$ cat config.mk
export PLATFORM = sky130hd
export DESIGN_NAME = predictor_trainer_flat
export DESIGN_NICKNAME = d
export VERILOG_FILES = /design/src/rtl/predictor_trainer_pkg.sv /design/src/rtl/predictor_trainer_if.sv /design/src/rtl/predictor_trainer_bht_sat_update.sv /design/src/rtl/predictor_trainer.sv /design/src/flat_wrapper.sv
export SDC_FILE = /design/constraint.sdc
export NUM_CORES = 1
export LEC_CHECK = 0
export CAP_MARGIN = 10
export CELL_PAD_IN_SITES_DETAIL_PLACEMENT = 1
export CELL_PAD_IN_SITES_GLOBAL_PLACEMENT = 1
export CORE_UTILIZATION = 42
export CTS_BUF_LIST = sky130_fd_sc_hd__clkbuf_8 sky130_fd_sc_hd__clkbuf_16
export CTS_CLUSTER_SIZE = 10
export DETAILED_ROUTE_END_ITERATION = 7
export GPL_ROUTABILITY_DRIVEN = 0
export GPL_TIMING_DRIVEN = 0
export PLACE_DENSITY = 0.79
export SYNTH_ARGS = -nofsm -noshare
export SYNTH_HDL_FRONTEND = slang
export SYNTH_SLANG_ARGS = --single-unit
$ cat constraint.sdc
create_clock -name clk -period 8.2 [get_ports clk]
set_input_delay 0.82 -clock clk [delete_from_list [all_inputs] [get_ports clk]]
set_output_delay 0.82 -clock clk [all_outputs]
set_load 0.03 [all_outputs]
$ cat src/rtl/predictor_trainer_pkg.sv
// Shared types and constants for the branch predictor training path.
package predictor_trainer_pkg;

    typedef logic [31:0] addr_t;
    typedef logic [31:0] ins_t;
    typedef logic [1:0]  bht_cnt_t;

    // Table index starts above the 4-byte instruction offset bits.
    localparam int       BHT_IDX_LSB  = 2;

    localparam bht_cnt_t CNT_WEAK_NT  = 2'b01;
    localparam bht_cnt_t CNT_STRONG_T = 2'b11;
    localparam addr_t    INST_LEN     = 32'd4;

endpackage

$ cat src/rtl/predictor_trainer_if.sv
// Commit, redirect, query and statistics bundle between ROB/IF and the trainer.
interface predictor_trainer_if;
    import predictor_trainer_pkg::*;

    addr_t query_pc;
    logic  query_taken;

    logic  commit_valid;
    addr_t commit_pc;
    logic  commit_is_branch;
    logic  commit_taken;
    addr_t commit_target;
    logic  commit_pred_taken;

    logic  redirect_valid;
    addr_t redirect_pc;

    logic [31:0] stat_branch_cnt;
    logic [31:0] stat_miss_cnt;

    modport slave (
        input  query_pc, commit_valid, commit_pc, commit_is_branch,
               commit_taken, commit_target, commit_pred_taken,
        output query_taken, redirect_valid, redirect_pc,
               stat_branch_cnt, stat_miss_cnt
    );

    modport master (
        output query_pc, commit_valid, commit_pc, commit_is_branch,
               commit_taken, commit_target, commit_pred_taken,
        input  query_taken, redirect_valid, redirect_pc,
               stat_branch_cnt, stat_miss_cnt
    );

endinterface

$ cat src/rtl/predictor_trainer_bht_sat_update.sv
// Combinational next-state function for a 2-bit saturating direction counter.
module bht_sat_update
    import predictor_trainer_pkg::*;
(
    input  bht_cnt_t cnt,
    input  logic     taken,
    output bht_cnt_t cnt_next
);

    always_comb begin
        // NOTE: default assignment first so no path through the block leaves cnt_next unassigned (no latch).
        cnt_next = cnt;
        if (taken) begin
            if (cnt != CNT_STRONG_T) cnt_next = cnt + 2'd1;
        end else begin
            if (cnt != 2'b00) cnt_next = cnt - 2'd1;
        end
    end

endmodule

$ cat src/rtl/predictor_trainer.sv
// Commit-side branch resolution: trains the 2-bit BHT, raises redirects on
// mispredicts and serves the fetch-time direction lookup with write forwarding.
module predictor_trainer
    import predictor_trainer_pkg::*;
#(
    parameter int       BHT_IDX_WIDTH = 6,
    parameter bht_cnt_t CNT_INIT      = CNT_WEAK_NT
) (
    input  logic               clk,
    input  logic               rst,
    input  logic               rdy,
    predictor_trainer_if.slave bus
);

    localparam int BHT_ENTRIES = 1 << BHT_IDX_WIDTH;

    bht_cnt_t bht [BHT_ENTRIES];

    logic                     upd_valid;
    logic [BHT_IDX_WIDTH-1:0] upd_idx;
    logic                     upd_taken;

    logic [BHT_IDX_WIDTH-1:0] query_idx;
    logic [BHT_IDX_WIDTH-1:0] commit_idx;
    bht_cnt_t                 upd_cnt_next;
    bht_cnt_t                 fwd_cnt_next;
    logic                     accept_branch;
    logic                     mispredict;

    assign query_idx     = bus.query_pc[BHT_IDX_LSB +: BHT_IDX_WIDTH];
    assign commit_idx    = bus.commit_pc[BHT_IDX_LSB +: BHT_IDX_WIDTH];
    assign accept_branch = bus.commit_valid && bus.commit_is_branch;
    assign mispredict    = accept_branch && (bus.commit_taken != bus.commit_pred_taken);

    bht_sat_update u_upd_sat (
        .cnt      (bht[upd_idx]),
        .taken    (upd_taken),
        .cnt_next (upd_cnt_next)
    );

    // Same function on the query entry; only used when the query hits the pending update.
    bht_sat_update u_fwd_sat (
        .cnt      (bht[query_idx]),
        .taken    (upd_taken),
        .cnt_next (fwd_cnt_next)
    );

    assign bus.query_taken = (upd_valid && (query_idx == upd_idx)) ? fwd_cnt_next[1]
                                                                   : bht[query_idx][1];

    // Stage 1: capture the training request and resolve the redirect.
    always_ff @(posedge clk or posedge rst) begin
        if (rst) begin
            upd_valid           <= 1'b0;
            upd_idx             <= '0;
            upd_taken           <= 1'b0;
            bus.redirect_valid  <= 1'b0;
            bus.redirect_pc     <= '0;
            bus.stat_branch_cnt <= '0;
            bus.stat_miss_cnt   <= '0;
        end else if (rdy) begin
            // NOTE: non-blocking assignments for all sequential state so every register samples pre-edge values.
            upd_valid <= accept_branch;
            if (accept_branch) begin
                upd_idx             <= commit_idx;
                upd_taken           <= bus.commit_taken;
                bus.stat_branch_cnt <= bus.stat_branch_cnt + 32'd1;
            end
            bus.redirect_valid <= mispredict;
            if (mispredict) begin
                bus.redirect_pc   <= bus.commit_taken ? bus.commit_target
                                                      : bus.commit_pc + INST_LEN;
                bus.stat_miss_cnt <= bus.stat_miss_cnt + 32'd1;
            end
        end
    end

    // Stage 2: read-modify-write of the counter one cycle after the commit.
    always_ff @(posedge clk or posedge rst) begin
        if (rst) begin
            // NOTE: the table is built from flops rather than RAM because every entry must return to CNT_INIT on async reset.
            for (int i = 0; i < BHT_ENTRIES; i++) bht[i] <= CNT_INIT;
        end else if (rdy && upd_valid) begin
            bht[upd_idx] <= upd_cnt_next;
        end
    end

endmodule

$ cat src/flat_wrapper.sv
// flat-port wrapper written by rule: the top's interface ports become plain ports
module predictor_trainer_flat import predictor_trainer_pkg::*;
#(
    parameter int       BHT_IDX_WIDTH = 6,
    parameter bht_cnt_t CNT_INIT      = CNT_WEAK_NT
)
  (clk, rst, rdy, bus_query_pc, bus_commit_valid, bus_commit_pc, bus_commit_is_branch, bus_commit_taken, bus_commit_target, bus_commit_pred_taken, bus_query_taken, bus_redirect_valid, bus_redirect_pc, bus_stat_branch_cnt, bus_stat_miss_cnt);
  predictor_trainer_if bus_i ();
  input  logic clk;
  input  logic rst;
  input  logic rdy;
  input wire logic [$bits(bus_i.query_pc)-1:0] bus_query_pc;
  input wire logic [$bits(bus_i.commit_valid)-1:0] bus_commit_valid;
  input wire logic [$bits(bus_i.commit_pc)-1:0] bus_commit_pc;
  input wire logic [$bits(bus_i.commit_is_branch)-1:0] bus_commit_is_branch;
  input wire logic [$bits(bus_i.commit_taken)-1:0] bus_commit_taken;
  input wire logic [$bits(bus_i.commit_target)-1:0] bus_commit_target;
  input wire logic [$bits(bus_i.commit_pred_taken)-1:0] bus_commit_pred_taken;
  output wire logic [$bits(bus_i.query_taken)-1:0] bus_query_taken;
  output wire logic [$bits(bus_i.redirect_valid)-1:0] bus_redirect_valid;
  output wire logic [$bits(bus_i.redirect_pc)-1:0] bus_redirect_pc;
  output wire logic [$bits(bus_i.stat_branch_cnt)-1:0] bus_stat_branch_cnt;
  output wire logic [$bits(bus_i.stat_miss_cnt)-1:0] bus_stat_miss_cnt;
  assign bus_i.query_pc = bus_query_pc;
  assign bus_i.commit_valid = bus_commit_valid;
  assign bus_i.commit_pc = bus_commit_pc;
  assign bus_i.commit_is_branch = bus_commit_is_branch;
  assign bus_i.commit_taken = bus_commit_taken;
  assign bus_i.commit_target = bus_commit_target;
  assign bus_i.commit_pred_taken = bus_commit_pred_taken;
  assign bus_query_taken = bus_i.query_taken;
  assign bus_redirect_valid = bus_i.redirect_valid;
  assign bus_redirect_pc = bus_i.redirect_pc;
  assign bus_stat_branch_cnt = bus_i.stat_branch_cnt;
  assign bus_stat_miss_cnt = bus_i.stat_miss_cnt;
  predictor_trainer #(.BHT_IDX_WIDTH(BHT_IDX_WIDTH), .CNT_INIT(CNT_INIT)) u_core (.clk(clk), .rst(rst), .rdy(rdy), .bus(bus_i));
endmodule
; ---- Word-level counts from Yosys, hierarchy flattened
; Cells that the tools add are included.
[totals]
regBits = 233
out_inout_bits = 98
word_cells = 113
[op_classes]
add_sub_neg = 7
order_cmp = 3
eq_ne = 4
mux = 17
bitwise_logic = 2
reduce_logical = 9
[op_table]
columns = op, n
row1 = bitwise mux 128 bit, 1
row2 = "adder 32 x 1 -> 32 bit, second input constant", 2
row3 = "adder 32 x 3 -> 32 bit, second input constant", 1
row4 = two-way mux 32 bit, 1
row5 = binary-select mux 2 bit (select 6 bit), 2
row6 = two-way mux 2 bit, 11
row7 = ">= comparator 7 bit, second input constant", 2
row8 = NOT 6 -> 7 bit, 2
row9 = demux 2 bit (select 6 bit), 1
row10 = "< comparator 7 x 1 -> 1 bit, second input constant", 1
row11 = == test 6 bit, 1
row12 = logical AND 1 bit, 5
row13 = "adder 2 x 1 -> 2 bit, second input constant", 2
row14 = "!= test 2 bit, second input constant", 2
row15 = AND reduction 2 bit, 2
row16 = nonzero test 2 bit, 2
row17 = "subtractor 2 x 1 -> 2 bit, second input constant", 2
row18 = two-way mux 1 bit, 1
row19 = != test 1 bit, 1

; ---- Depth between registers and ports, before layout
[logic_depth]
ltp_word = 8
depth_mapped = 11
depth_no_buf = 7

; ---- Hierarchy
; A second synthesis with hierarchy kept.
[hier_totals]
cells_unflattened = 1149
area_unflattened_um2 = 12754.7
[modules_own_cells]
columns = module, instances, cells_each, area_per_inst_um2, seq_area_each_um2
row1 = predictor_trainer, 1, 1143, 12702.2, 5910.7
row2 = bht_sat_update, 2, 3, 26.3, 0.0

; ---- Least setup slack after synthesis
; Ideal clock, no wire load.
[synth_path]
path_type = input to output
from = input bus_query_pc[2]
to = output bus_query_taken
t_arrival_ps = 3038
slack_ps = 4342
path_stages = 9
path_buffers = 3
cell_sequence = clkbuf_1 > buf_2 > buf_2 > mux4_2 > a22oi_1 > nand4_1 > nand4_1 > a21o_1 > o221ai_1
[synth_between]
elab_chain_cells = 8
elab_cells_between_ends = 14
classes_between = add/sub (2) / eq/ne (2) / mux (7) / bitwise (1) / reduce/logical (2)
[synth_rtl]
columns = element, line
row1 = from (decl), flat_wrapper.sv:12  ; input wire logic [$bits(bus_i.query_pc)-1:0] bus_query_pc;
row2 = NOT 6 -> 7 bit (implied by the code), "predictor_trainer.sv:43, predictor_trainer.sv:49"
row3 = binary-select mux 2 bit (select 6 bit), "predictor_trainer.sv:43, predictor_trainer.sv:49"
row4 = two-way mux 2 bit (implied by the code) (2 in series), "predictor_trainer.sv:43, predictor_trainer.sv:49"
row5 = subtractor 2 x 1 -> 2 bit (tied with other cells), predictor_trainer_bht_sat_update.sv:16  ; if (cnt != 2'b00) cnt_next = cnt - 2'd1;
row6 = "two-way mux 2 bit, on equally long branches", "predictor_trainer_bht_sat_update.sv:16, predictor_trainer_bht_sat_update.sv:14"
row7 = two-way mux 2 bit, predictor_trainer_bht_sat_update.sv:13  ; if (taken) begin
row8 = two-way mux 1 bit (*), predictor_trainer.sv:48  ; assign bus.query_taken = (upd_valid && (query_idx == upd_idx)) ? fwd_cnt_next[1]
row9 = to (decl), flat_wrapper.sv:19  ; output wire logic [$bits(bus_i.query_taken)-1:0] bus_query_taken;
; Mark *: on every way between the ends. The rest lies on a longest branch, timed or not. The select of a mux whose other input is x is not followed.

; ---- Final worst setup path
; Same ends and word-level chain as after synthesis.

==> metrics.cfg <==
[finish]
fillers = 3118
num-nets-final = 1484
drive_gt1_frac = 0.173
finish.utilization = 0.536
area_growth_pct = 25.2

[synthesis]
synth_top_area_frac = 0.343
syn-cell-area_um2 = 12300
yosysMostFrequentCell = nand2_1
synth_seq_cells = 233
postSynth.asyncResetShare = 1.00
ys_top_cells_by_area = dfrtp_1, dfstp_2, mux4_2, nand2_1, mux2_2
yosys.area.top_type = dfrtp_1
avgSynthCellArea_um2 = 10.5
synthesis.instances = 1172
yosys_most_used_dff = dfrtp_1
synth-edff-count = 0
seq_area_frac_synth = 0.479
yosysUniqueCellTypes = 51
synth_nets = 1278
yosys_warnings = 0
synth_common_cells = nand2_1, dfrtp_1, o21ai_0

[sta]
min_period_ns = 4.87
hold_viol = 0
relSlewSlack = 0.0920
setup_tns_ns = 0
max_clock_freq_mhz = 205
setup_ws_ns = 3.33
rsz0062_at_grt = false
finalSetupViolations = 0
min_period_over_period = 0.594
max_slew.worst_pin.slew_ns = 1.36
fin_worst_skew_ns = 0.0185
fin_hold_ws_ns = 0.471
drv_slew = 0

[setup_path]
critPathArrivalTime_ns = 4.05
end_kind = output pin
crit_path_max_incr_delay_ns = 0.82
r2r_slack_ns = 4.61
crit_required_ns = 7.38
critical_path_class = in -> out
critPathBufInv = 3
path_max_fanout = 10
path_cells = clkbuf_1 > buf_1 > mux4_2 > a22oi_1 > nand4_1 > nand4_1 > a21o_1 > o221ai_1 > clkdlybuf4s50_1
worstSetupStartpointType = input pin
cp_slowest_cell = buf_1
path_delay_family = buffers and inverters
worst_path_most_repeated_cell = nand4_1

[clock_network]
ctsRootBufferMaster = clkbuf_16
htreeDepth = 1
cts_sinks = 233
clock_path_buffers = 3
clk_pin_slew_ns = 0.05
cts_hold_buf = 0
ctsResizeCount = 0
cts_tree = yes
cts_buffers = 28
cts_setup_buffers = 0
insertion_delay_ns = 0.56

[routing]
drt_iter0_markers = 978
m1WireLength_um = 17000
wl_per_cell_um = 23.2
drc_errors = 0
vias = 10400
maxUsedRoutingLayer = met4
wl_met2_um = 19700
firstDrtPassIters = 5
ant_nets = 0
routed_wl_um = 41400
viasPerCell = 5.83
route.met3.wl_um = 3330

[power_and_ir_drop]
power.internal_w = 0.00223
peakVddDrop_mv = 0.159
sw_frac_of_total = 0.332
cellPowerDensity_nw_per_um2 = 217
p_leak_nw = 6.35
seqPwrFrac = 0.419
p_switching_w = 0.00111
p_clk_frac = 0.334
p_comb_frac = 0.248

[job]
drv_cap = 0

[min_path]
hp-class = reg -> reg

[placed_design]
place_hpwl_um = 29500
dp_worst_setup_slack_ns = 3.25
io_buffers = 170

[global_route]
antenna_found_initial = 0
grt_pass1_vias = 11100
track_usage = 0.279
grt.overflow.total = 0
grt_pass1_wl_um = 65200
grt_max_degree = 105

[die]
ios = 201
start_util = 0.429
die_w_um = 173
dieArea_um2 = 30100
core-area_um2 = 28800
row_count = 62
die_h_um = 173

[status]
status = complete, no violations

## layout by cell type, fill, tap and decap left out, types with 7 or more instances in the layout
cell type / n
a21oi_1: 19
nand2_1: 239
clkdlybuf4s50_1: 170
nor2b_1: 13
o211ai_1: 11
dfrtp_1: 169
o21ai_0: 92
nand4_1: 31
xor2_1: 39
a22oi_1: 13
nor2_1: 48
mux2_2: 68
buf_2: 16
buf_6: 9
inv_1: 28
nand2b_1: 9
clkbuf_1: 36
dfstp_2: 64
clkbuf_16: 28
xnor2_1: 57
mux4_2: 46
mux2i_1: 32
nand3_1: 50
and3_1: 22
nor3_1: 7
## per-stage QoR
step	total power [W]	std cells	cell area, um^2
floorplan	0.00186	1172	12300
global placement	0.00221	1726	14500
detailed placement	0.00223	1731	14600
CTS	0.00336	1782	15400
global route	0.00348	1783	15400
finish	0.00334	1784	15400
## per-layer routing
metal | GRT usage | vias up
met5 | 0 | -
met3 | 0.0649 | 100
met4 | 0.0959 | 0
li1 | - | 4577
met1 | 0.362 | 5300
met2 | 0.460 | 424
## cells by family (layout without fill, tap and decap cells)
| logic type | after synthesis | count (layout) | synth area share |
|---|---|---|---|
| AND/OR/NAND/NOR | 450 | 450 | 0.167 |
| AO/OA/AOI/OAI | 170 | 170 | 0.0807 |
| buffers and inverters | 72 | 299 | 0.0279 |
| XOR/XNOR | 96 | 96 | 0.0682 |
| multiplexers | 146 | 146 | 0.172 |
| flip-flops | 233 | 233 | 0.479 |
| adder cells (fa/ha/maj) | 5 | 5 | 0.00487 |
| other | 0 | 1 | 0 |
## sequential cells by signal, indices dropped and copies added (netlist names)
signal and count:
u_core.bht 128, u_core.bus.redirect_pc 32, u_core.bus.stat_branch_cnt 32, u_core.bus.stat_miss_cnt 32
u_core.upd_idx 6, u_core.bus.redirect_valid 1, u_core.upd_taken 1, u_core.upd_valid 1
## worst register-to-register path: cells and delay by family, from the launching register on
family        cells  cell delay [ns]
buf+inv           3             0.93
flops             1             0.66
mux               1             0.34
simple gates      3             1.55
## final cells by class
type	count	area [um^2]	area share
clock buffer	29	714	0.0463
clock inverter	22	98.8	0.00640
timing repair buffer	176	1790	0.116
tap	384	480	0.0311
buffer	63	310	0.0201
antenna	1	2.50	0.000162
multi-input combinational	867	6090	0.394
inverter	9	41.3	0.00267
sequential	233	5910	0.383
## worst paths after layout
| path | start | end | cells after the start |
|---|---|---|---|
| worst min-delay path | u_core.bus.stat_branch_cnt[31] | u_core.bus.stat_branch_cnt[31] | 1 |
| worst max register to register | u_core.upd_idx[0] | u_core.bht[37] | 7 |
| worst min register to register | u_core.bus.stat_branch_cnt[31] | u_core.bus.stat_branch_cnt[31] | 1 |
| worst max-delay path | bus_query_pc[2] | bus_query_taken | 9 |
| min in group asynchronous | rst | u_core.bus.stat_branch_cnt[31] | 2 |
| max in group asynchronous | rst | u_core.bht[53] | 4 |
## power groups by stage
stage | clock network, W | registers [W] | logic (W)
after floorplan | 0 | 0.00149 | 0.000367
after global placement | 0 | 0.00141 | 0.000800
after detailed placement | 0 | 0.00141 | 0.000818
after CTS | 0.00114 | 0.00140 | 0.000824
after global routing | 0.00119 | 0.00142 | 0.000877
final | 0.00112 | 0.00140 | 0.000828
Power figures use the tool's default switching activity.
